<file path="src/rtl/ct_hpcp_pkg.sv">
// ---------------------------------------------------------------------------
// ct_hpcp_pkg
// Constants shared by the hardware performance counter datapath and the
// per-counter event-select register that feeds it.
//   HPMCNT_NUM   : highest legal event index on the PMU event bus
//   HPMEVT_WIDTH : width of the event index field taken from eventx_value
//   CNT_WIDTH    : width of the accumulating counter
//   EVT_IDX_NONE : event index meaning "no event selected"
// ---------------------------------------------------------------------------
package ct_hpcp_pkg;

    localparam int HPMCNT_NUM   = 42;
    localparam int HPMEVT_WIDTH = 6;
    localparam int CNT_WIDTH    = 64;
    localparam int EVT_IDX_NONE = 0;

    // True when an index names a real event on the bus.
    function automatic logic evt_idx_legal(input int idx, input int max_idx);
        return (idx != EVT_IDX_NONE) && (idx <= max_idx);
    endfunction

endpackage

</file>
<file path="src/rtl/ct_hpcp_evt_sel.sv">
// ---------------------------------------------------------------------------
// ct_hpcp_evt_sel
// Combinational event selection for one performance counter: decodes the
// event index and picks the matching pulse from the PMU event bus, gated by
// the global count enable and this counter's inhibit bit.
// Ports:
//   eventx_value  in  64            event-select register (low field used)
//   hpcp_evt_bus  in  HPMCNT_NUM+1  event pulses, bit k = event k
//   hpcp_cnt_en   in  1             global count enable
//   cntx_inhibit  in  1             inhibit for this counter
//   hit           out 1             selected event fired this cycle
// ---------------------------------------------------------------------------
module ct_hpcp_evt_sel
    import ct_hpcp_pkg::*;
#(
    parameter int HPMCNT_NUM_P   = HPMCNT_NUM,
    parameter int HPMEVT_WIDTH_P = HPMEVT_WIDTH
) (
    input  logic [63:0]           eventx_value,
    input  logic [HPMCNT_NUM_P:0] hpcp_evt_bus,
    input  logic                  hpcp_cnt_en,
    input  logic                  cntx_inhibit,
    output logic                  hit
);

    localparam int BUS_EXT_W = 2 ** HPMEVT_WIDTH_P;

    logic [HPMEVT_WIDTH_P-1:0] sel_idx;
    logic [BUS_EXT_W-1:0]      bus_ext;
    logic                      idx_ok;
    logic                      unused_upper;

    assign sel_idx      = eventx_value[HPMEVT_WIDTH_P-1:0];
    assign unused_upper = ^eventx_value[63:HPMEVT_WIDTH_P];

    // The bus is zero-padded to the full index range so that any index value
    // can be used to select without running off the end of the vector;
    // out-of-range indices are also rejected explicitly by idx_ok.
    always_comb begin
        bus_ext                 = '0;
        bus_ext[HPMCNT_NUM_P:0] = hpcp_evt_bus;
        idx_ok                  = evt_idx_legal(int'(sel_idx), HPMCNT_NUM_P);
        hit                     = bus_ext[sel_idx] & idx_ok & hpcp_cnt_en & ~cntx_inhibit;
    end

endmodule

</file>
<file path="src/rtl/ct_hpcp_evt_cnt.sv">
// ---------------------------------------------------------------------------
// ct_hpcp_evt_cnt
// Programmable hardware performance counter datapath (mhpmcounterX).
// Stage S1 selects one event pulse and registers it into hit_ff; stage S2
// increments the counter from hit_ff. CSR writes override the increment.
// Optional feature macro: HPCP_CNT_OVF_INT_EN
//   defined   : sticky overflow flag and one-cycle overflow pulse on wrap
//   undefined : overflow outputs tied low, counter wraps silently
// Ports:
//   forever_cpuclk  in  1             clock
//   cpurst          in  1             synchronous active-high reset
//   eventx_value    in  64            event index from event-select register
//   hpcp_evt_bus    in  HPMCNT_NUM+1  event pulses
//   hpcp_cnt_en     in  1             global count enable
//   cntx_inhibit    in  1             counter inhibit
//   cntx_wen        in  1             CSR write strobe
//   hpcp_wdata      in  64            CSR write data
//   cntx_ovf_clr    in  1             clear sticky overflow flag
//   cntx_value      out CNT_WIDTH     counter value
//   cntx_ovf        out 1             sticky overflow flag
//   cntx_ovf_int    out 1             one-cycle overflow pulse
// ---------------------------------------------------------------------------
module ct_hpcp_evt_cnt
    import ct_hpcp_pkg::*;
#(
    parameter int HPMCNT_NUM_P   = HPMCNT_NUM,
    parameter int HPMEVT_WIDTH_P = HPMEVT_WIDTH,
    parameter int CNT_WIDTH_P    = CNT_WIDTH
) (
    input  logic                   forever_cpuclk,
    input  logic                   cpurst,
    input  logic [63:0]            eventx_value,
    input  logic [HPMCNT_NUM_P:0]  hpcp_evt_bus,
    input  logic                   hpcp_cnt_en,
    input  logic                   cntx_inhibit,
    input  logic                   cntx_wen,
    input  logic [63:0]            hpcp_wdata,
    input  logic                   cntx_ovf_clr,
    output logic [CNT_WIDTH_P-1:0] cntx_value,
    output logic                   cntx_ovf,
    output logic                   cntx_ovf_int
);

    logic                   hit;
    logic                   hit_ff;
    logic [CNT_WIDTH_P-1:0] cnt;
    logic                   wrap;

    ct_hpcp_evt_sel #(
        .HPMCNT_NUM_P   (HPMCNT_NUM_P),
        .HPMEVT_WIDTH_P (HPMEVT_WIDTH_P)
    ) u_evt_sel (
        .eventx_value (eventx_value),
        .hpcp_evt_bus (hpcp_evt_bus),
        .hpcp_cnt_en  (hpcp_cnt_en),
        .cntx_inhibit (cntx_inhibit),
        .hit          (hit)
    );

    // A wrap only happens through an increment; a CSR write in the same
    // cycle wins and drops the pending hit, so it cannot wrap.
    assign wrap = hit_ff & ~cntx_wen & (&cnt);

    // S1 registers the selected pulse; S2 accumulates it. Inhibit and the
    // count enable act only on S1, so a hit already in hit_ff still counts.
    always_ff @(posedge forever_cpuclk) begin
        if (cpurst) begin
            hit_ff <= 1'b0;
            cnt    <= '0;
        end else begin
            hit_ff <= hit;
            if (cntx_wen) begin
                cnt <= hpcp_wdata[CNT_WIDTH_P-1:0];
            end else if (hit_ff) begin
                cnt <= cnt + CNT_WIDTH_P'(1);
            end
        end
    end

    assign cntx_value = cnt;

`ifdef HPCP_CNT_OVF_INT_EN
    logic ovf_ff;
    logic ovf_int_ff;

    // Sticky flag: a wrap in the same cycle as a clear leaves the flag set.
    always_ff @(posedge forever_cpuclk) begin
        if (cpurst) begin
            ovf_ff     <= 1'b0;
            ovf_int_ff <= 1'b0;
        end else begin
            ovf_int_ff <= wrap;
            if (wrap) begin
                ovf_ff <= 1'b1;
            end else if (cntx_ovf_clr) begin
                ovf_ff <= 1'b0;
            end
        end
    end

    assign cntx_ovf     = ovf_ff;
    assign cntx_ovf_int = ovf_int_ff;
`else
    logic unused_ovf;

    assign unused_ovf   = cntx_ovf_clr ^ wrap;
    assign cntx_ovf     = 1'b0;
    assign cntx_ovf_int = 1'b0;
`endif

endmodule

</file>
<file path="config.mk">
export PLATFORM = sky130hd
export DESIGN_NAME = ct_hpcp_evt_cnt
export DESIGN_NICKNAME = d
export VERILOG_FILES = /design/src/rtl/ct_hpcp_pkg.sv /design/src/rtl/ct_hpcp_evt_sel.sv /design/src/rtl/ct_hpcp_evt_cnt.sv
export SDC_FILE = /design/constraint.sdc
export NUM_CORES = 1
export LEC_CHECK = 0
export ABC_AREA = 0
export CAP_MARGIN = 20
export CORE_ASPECT_RATIO = 1.4
export CORE_MARGIN = 1.5
export CORE_UTILIZATION = 31
export DETAILED_ROUTE_END_ITERATION = 16
export PLACE_DENSITY = 0.65
export SYNTH_ARGS = -nofsm -noshare
export SYNTH_HDL_FRONTEND = slang
export SYNTH_SLANG_ARGS = --single-unit
export TNS_END_PERCENT = 20
</file>
<file path="constraint.sdc">
create_clock -name forever_cpuclk -period 2.87 [get_ports forever_cpuclk]
set_input_delay 0.574 -clock forever_cpuclk [delete_from_list [all_inputs] [get_ports forever_cpuclk]]
set_output_delay 0.574 -clock forever_cpuclk [all_outputs]
set_load 0.01 [all_outputs]
</file>
==> flow_summary_export.csv, run 1 <==
group,metric,value,unit
pwr,irDropWorstVdd,294,uV
logic_synthesis,synthCells,532,
logic_synthesis,syn_area_per_cell,8.08,um^2
timing,worst_slew_pin_slew,0.692,ns
grt,gr-total-overflow,0,
timing,max_slew_margin,0.538,
placement,gp_congestion,0.817,
cts,cts.clk_slew.worst_paths,0.05,ns
route,first_pass_iters,4,
route,vias,4800,
timing,finalSetupViolations,0,
critical_path,end_kind,"flip-flop",
logic_synthesis,synthArstFlopShare,0,
pwr,cellInternalPower,1930,uW
timing,fin_setup_tns,0,ns
timing,fin_skew,0.00739,ns
placement,hpwl,11400,um
cts,cts_max_level,3,
timing,post-route-period-util,0.877,
logic_synthesis,ys_ff_latch,65,
timing,grt_setup_unrepaired,"no",
grt,antenna_found_initial,0,
pwr,p_per_area,399,nW/um^2
floorplanning,start_util,0.320,
cts,clock_latency,0.33,ns
logic_synthesis,yosysSeqAreaShare,0.303,
cts,cts_buffers,9,
floorplanning,fp.coreArea,13500,um^2
pwr,swShare,0.263,
timing,finalMaxSlewViolations,0,
finish,syn_to_final_growth,52.9,%
critical_path,crit_path_start_kind,"flip-flop",
cts,cts_sinks,65,
grt,grt_pass1_vias,4581,
grt,grt_first_pass_wirelength,23700,um
run_status,run_status,"complete, no violations",
route,ant_nets,0,
pwr,switchingPower,691,uW
floorplanning,die_area,14600,um^2
finish,final_cell_mix,"clkdlybuf4s50_1 (178), dfxtp_1 (65), nor2_1 (61), nand2_1 (41), a211oi_1 (27)",
route,drc_errors,0,
cts,cts_root_buf,"clkbuf_16",
critical_path,r2r-start,"cntx_value[5]$_SDFFE_PP0P_",
logic_synthesis,synth_warnings,0,
logic_synthesis,synth_ff_type,"dfxtp_1",
cts,clockBufferDepth,2,
pwr,seqPwrFrac,0.402,
placement,port_buffers,180,
min_path,hold_path_end,"cntx_value[63]$_SDFFE_PP0P_",
finish,nets,881,
min_path,hold_class,"flip-flop to flip-flop",
floorplanning,row_count,50,
cts,post_cts_buffers,0,
critical_path,ff2ff_setup_slack,0.35,ns
flow_run,maxCapViolations,0,
floorplanning,die_w,103,um
cts,cts_hold_buf,0,
finish,n_antenna_cell,0,
finish,design_area,6570,um^2
pwr,comb_power_share,0.213,
finish,drive_above_1_share,0.0779,
critical_path,arrival,2.76,ns
floorplanning,die_y,142,um
min_path,min_path_cells,2,
route,viasPerCell,5.41,
critical_path,worstSetupPathType,"flip-flop to flip-flop",
floorplanning,io_pins,243,
placement,place_area,6310,um^2
route,wirelength,15300,um
timing,max_freq,0.397,GHz
cts,cts_tree,"yes",
critical_path,crit_path_max_fanout,10,
logic_synthesis,synth_edf_count,0,
timing,period_minus_slack,2.52,ns
timing,hold_viol,0,
critical_path,reg2reg_depth,5,
critical_path,required,3.11,ns
finish,final_common_cell,"clkdlybuf4s50_1",
pwr,leakagePower,0.00221,uW
route,wl_per_cell,17.2,um
route,drt_iter0_markers,205,
grt,track_usage,0.207,
logic_synthesis,synth.distinct_cells,61,
cts,cts.repair.resized,0,
critical_path,crit-reg2reg-capture,"cntx_value[63]$_SDFFE_PP0P_",
grt,grt_start_max_net_pins,66,
min_path,hold_start,"cntx_value[63]$_SDFFE_PP0P_",
logic_synthesis,synth_area,4300,um^2
pwr,clockPowerShare,0.385,
## final cells by class
type	count	area (um^2)
Fill cell	1327	6880
Tap cell	182	228
Timing Repair Buffer	200	1950
Clock buffer	14	264
Multi-Input combinational cell	410	2760
Sequential cell	65	1300
Inverter	17	63.8
## cells in the mapped netlist (2+ instances only)
master     number  area, um^2
nand2b_1        2        12.5
a2111oi_0       8        70.1
buf_1           4        15.0
nand2_1        41         154
and3_1          9        56.3
a311oi_1       21         184
o21a_1          2        15.0
or3_1          13        81.3
or3_2           2        15.0
nor2b_1         6        37.5
nand4_1        21         131
o21ai_0        17        85.1
xor2_1         10        87.6
mux2_2          2        22.5
mux2i_1         8        80.1
dfxtp_1        65        1300
nand3b_1        2        15.0
nor2_1         61         229
and2_1          2        12.5
xnor2_1        20         175
nor4bb_1        2        20.0
o211a_1         2        20.0
or4_1           8        60.1
o211ai_1        2        15.0
mux4_2          9         203
buf_4           3        22.5
nor4b_1         8        70.1
o31ai_1         5        37.5
clkbuf_1       30         113
nand3_1        24         120
a21oi_1        10        50.1
nor3_1         14        70.1
and4_1         13         114
nor4_1         15        93.8
inv_1          17        63.8
a211oi_1       27         203
buf_2           3        15.0
## critical path: stages, from the launching register on
cell and delay [ns]:
dfxtp_1 0.43, and4_4 0.30, nand4_4 0.17, or4_1 0.71, or4_1 0.56, a311oi_1 0.25
## power by group through the flow
stage / logic, uW / registers, uW / clock network, uW
6_report: 558 / 1060 / 1010
4_1_cts: 562 / 1060 / 1020
2_1_floorplan: 202 / 1080 / 0
3_3_place_gp: 549 / 1070 / 0
5_1_grt: 601 / 1070 / 1060
3_5_place_dp: 558 / 1070 / 0
## metal layers
| metal | vias up | share of wire | track usage |
|---|---|---|---|
| met1 | 2225 | 0.40 | 0.252 |
| met4 | 0 | 0.016 | 0.0649 |
| met5 | - | 0 | 0 |
| met3 | 19 | 0.091 | 0.0712 |
| li1 | 2369 | - | - |
| met2 | 187 | 0.49 | 0.340 |
## flip-flops by register name (all words and copies together) (netlist names)
signal / flops
hit_ff: 1
cntx_value: 64
## metrics by stage
step / setup slack (ns) / cells / total power [uW] / hold WS, ns / util
6_report: 0.353 / 888 / 2630 / 0.517 / 0.489
5_1_grt: 0.201 / 888 / 2730 / 0.545 / 0.489
4_1_cts: 0.338 / 888 / 2640 / 0.525 / 0.489
3_5_place_dp: 0.281 / 874 / 1630 / 0.512 / 0.469
3_3_place_gp: 0.322 / 874 / 1620 / 0.495 / 0.469
2_1_floorplan: 0.534 / 533 / 1280 / 0.522 / -
## cells by family after synthesis
kind of cell / synth area share
buf+inv: 0.0559
xor+xnor: 0.0611
mux: 0.0710
flops: 0.303
compound gates: 0.177
other cells: 0.000872
simple gates: 0.329
fa+ha+maj: 0.00291
## how the worst max path moves through the flow
stage / to / from / depth (start not counted)
finish: cntx_value[63]$_SDFFE_PP0P_ / cntx_value[5]$_SDFFE_PP0P_ / 5
global route: cntx_value[35]$_SDFFE_PP0P_ / cntx_value[5]$_SDFFE_PP0P_ / 5
CTS: cntx_value[63]$_SDFFE_PP0P_ / hit_ff$_SDFF_PP0_ / 5
detailed placement: hit_ff$_SDFF_PP0_ / eventx_value[0] / 6
global placement: hit_ff$_SDFF_PP0_ / eventx_value[0] / 6
floorplan: cntx_value[50]$_SDFFE_PP0P_ / cntx_value[0]$_SDFFE_PP0P_ / 8
(Power assumes the default switching activity.)
==> run 2: changes to the inputs <==
CORE_UTILIZATION = 39   (was 31)
GPL_TIMING_DRIVEN = 0   (was unset)
PLACE_DENSITY = 0.8   (was 0.65)
==> run 2 against run 1 <==
  * Global-route usage grew 7.6 points
  * Final cell count fell by 2.6%
  * Total power decreased by 0.78%
  * Maximum frequency down 11%
  * Final area shrank 0.88%
  * Sequential power about the same
  * Flip-flop and latch count stayed put
  * Critical path depth increased by 3
  * First-iteration DRC count is 76% higher
  * Count of clock-buffer cells in the layout is 1 lower
==> flow_summary_export.csv, run 2 (same netlist as run 1, synthesis figures left out) <==
group,metric,value,unit
finish,final_cell_mix,"clkdlybuf4s50_1 (177), dfxtp_1 (65), nor2_1 (61), nand2_1 (41), clkbuf_1 (33)",
critical_path,path_delay_family,"simple AND/OR/NAND/NOR gates",
timing,grt_setup_unrepaired,"no",
critical_path,crit_path_max_fanout,10,
finish,largest_register_ffs,64,
timing,finalSetupViolations,0,
timing,hold_ws,0.532,ns
critical_path,end_kind,"flip-flop",
route,drt_iter0_markers,360,
placement,port_buffers,177,
timing,finalMaxSlewViolations,0,
floorplanning,die_y,127,um
grt,grt_first_pass_wirelength,25900,um
grt,grt_pass1_vias,5209,
floorplanning,io_pins,243,
finish,n_antenna_cell,0,
floorplanning,die_area,11700,um^2
route,wirelength,16600,um
grt,antenna_found_initial,0,
critical_path,path_buf_inv,2,
critical_path,reg2reg_depth,8,
cts,cts_buffers,9,
route,drc_errors,0,
floorplanning,start_util,0.398,
placement,hpwl,12600,um
critical_path,cp_slowest_stage_delay,0.47,ns
critical_path,crit_path_start_kind,"flip-flop",
cts,cts_sinks,65,
finish,final_cells,865,
pwr,p_per_area,400,nW/um^2
timing,worst_slew_pin_slew,0.826,ns
route,first_pass_iters,6,
critical_path,worstSetupPathType,"flip-flop to flip-flop",
route,met1Wirelength,6280,um
run_status,run_status,"complete, no violations",
critical_path,arrival,3.05,ns
cts,cts_max_level,3,
cts,cts.clk_slew.worst_paths,0.05,ns
timing,max_slew_margin,0.444,
route,ant_nets,0,
critical_path,required,3.10,ns
cts,clockBufferDepth,2,
cts,clock_latency,0.34,ns
route,top_layer_used,"met4",
placement,gp_congestion,0.932,
floorplanning,die_w,91.7,um
route,vias,5168,
cts,post_cts_buffers,0,
timing,max_freq,0.355,GHz
critical_path,cp_slowest_cell,"nor4_1",
critical_path,worstPathCellList,"ha_1, and2_0, clkbuf_1, nand4_1, or3_1, buf_6, nor4_1, mux2_2",
timing,period_minus_slack,2.82,ns
cts,cts_root_buf,"clkbuf_16",
finish,drive_above_1_share,0.0566,
pwr,irDropWorstVdd,306,uV
pwr,leakagePower,0.00219,uW
min_path,hold_class,"flip-flop to flip-flop",
grt,grt_start_max_net_pins,11,
route,wl_per_cell,19.2,um
route,wl_met3,1760,um
floorplanning,fp.coreArea,10800,um^2
route,viasPerCell,5.97,
finish,final_common_cell,"clkdlybuf4s50_1",
route,met2_length,7800,um
floorplanning,row_count,45,
cts,cts_tree,"yes",
grt,gr-total-overflow,0,
timing,hold_viol,0,
min_path,min_path_cells,2,
flow_run,maxCapViolations,0,
timing,fin_setup_tns,0,ns
critical_path,crit_cells,8,
timing,fin_skew,0.00607,ns
timing,post-route-period-util,0.983,
finish,nets,899,
placement,dp.cells,851,
grt,track_usage,0.283,
finish,syn_to_final_growth,51.5,%
==> run 2: cell types whose count changed in the layout (fill, tap and decap cells not counted), sizes merged <==
cell	before	now
clkinv	0	1
clkbuf	14	43
clkdlybuf4s50	178	177
buf	22	11
==> run 2: power breakdown <==
part           leakage (uW)  switching (uW)  internal [uW]
Sequential         0.000540            99.5            966
Combinational       0.00153             228            344
Clock              0.000120             394            574
Total               0.00219             721           1880
==> run 2: routing by layer <==
metal  vias up  GRT usage
li1       2400          -
met2       319      0.473
met3        57     0.0815
met1      2392      0.323
met5         -          0
met4         0      0.157
==> run 2: final cells by class <==
cell class / count / area, um^2
Buffer: 41 / 178
Clock buffer: 13 / 240
Clock inverter: 1 / 5.00
Fill cell: 958 / 4290
Inverter: 17 / 63.8
Multi-Input combinational cell: 410 / 2780
Sequential cell: 65 / 1300
Tap cell: 141 / 176
Timing Repair Buffer: 177 / 1770
==> run 2: worst min-delay path, cell delays in order (launching register included) <==
cell,delay [ns]
dfxtp_1,0.32
o31ai_1,0.07
a311oi_1,0.09
==> run 2: per-stage QoR <==
stage | cell area [um^2] | setup slack [ns] | util | power [uW]
after CTS | 6500 | 0.133 | 0.601 | 2600
final | 6520 | 0.0500 | 0.603 | 2600
after global placement | 6250 | 0.105 | 0.578 | 1630
after floorplan | 4300 | 0.534 | - | 1280
after global routing | 6520 | 0.00611 | 0.603 | 2700
after detailed placement | 6250 | 0.0472 | 0.578 | 1640
==> run 2: final timing paths <==
path	endpoint	slack, ns	start
min	cntx_value[63]$_SDFFE_PP0P_	0.53	cntx_value[63]$_SDFFE_PP0P_
max reg2reg	cntx_value[62]$_SDFFE_PP0P_	0.05	cntx_value[0]$_SDFFE_PP0P_
min reg2reg	cntx_value[63]$_SDFFE_PP0P_	0.53	cntx_value[63]$_SDFFE_PP0P_
max	cntx_value[62]$_SDFFE_PP0P_	0.05	cntx_value[0]$_SDFFE_PP0P_
==> run 2: what timing repair did <==
| item | 4_1_cts | 5_1_grt |
|---|---|---|
| hold endpoints to repair | 0 | 0 |
| hold buffers | 0 | 0 |
| resized for setup | 0 | 5 |
| setup endpoints to repair | 0 | 8 |
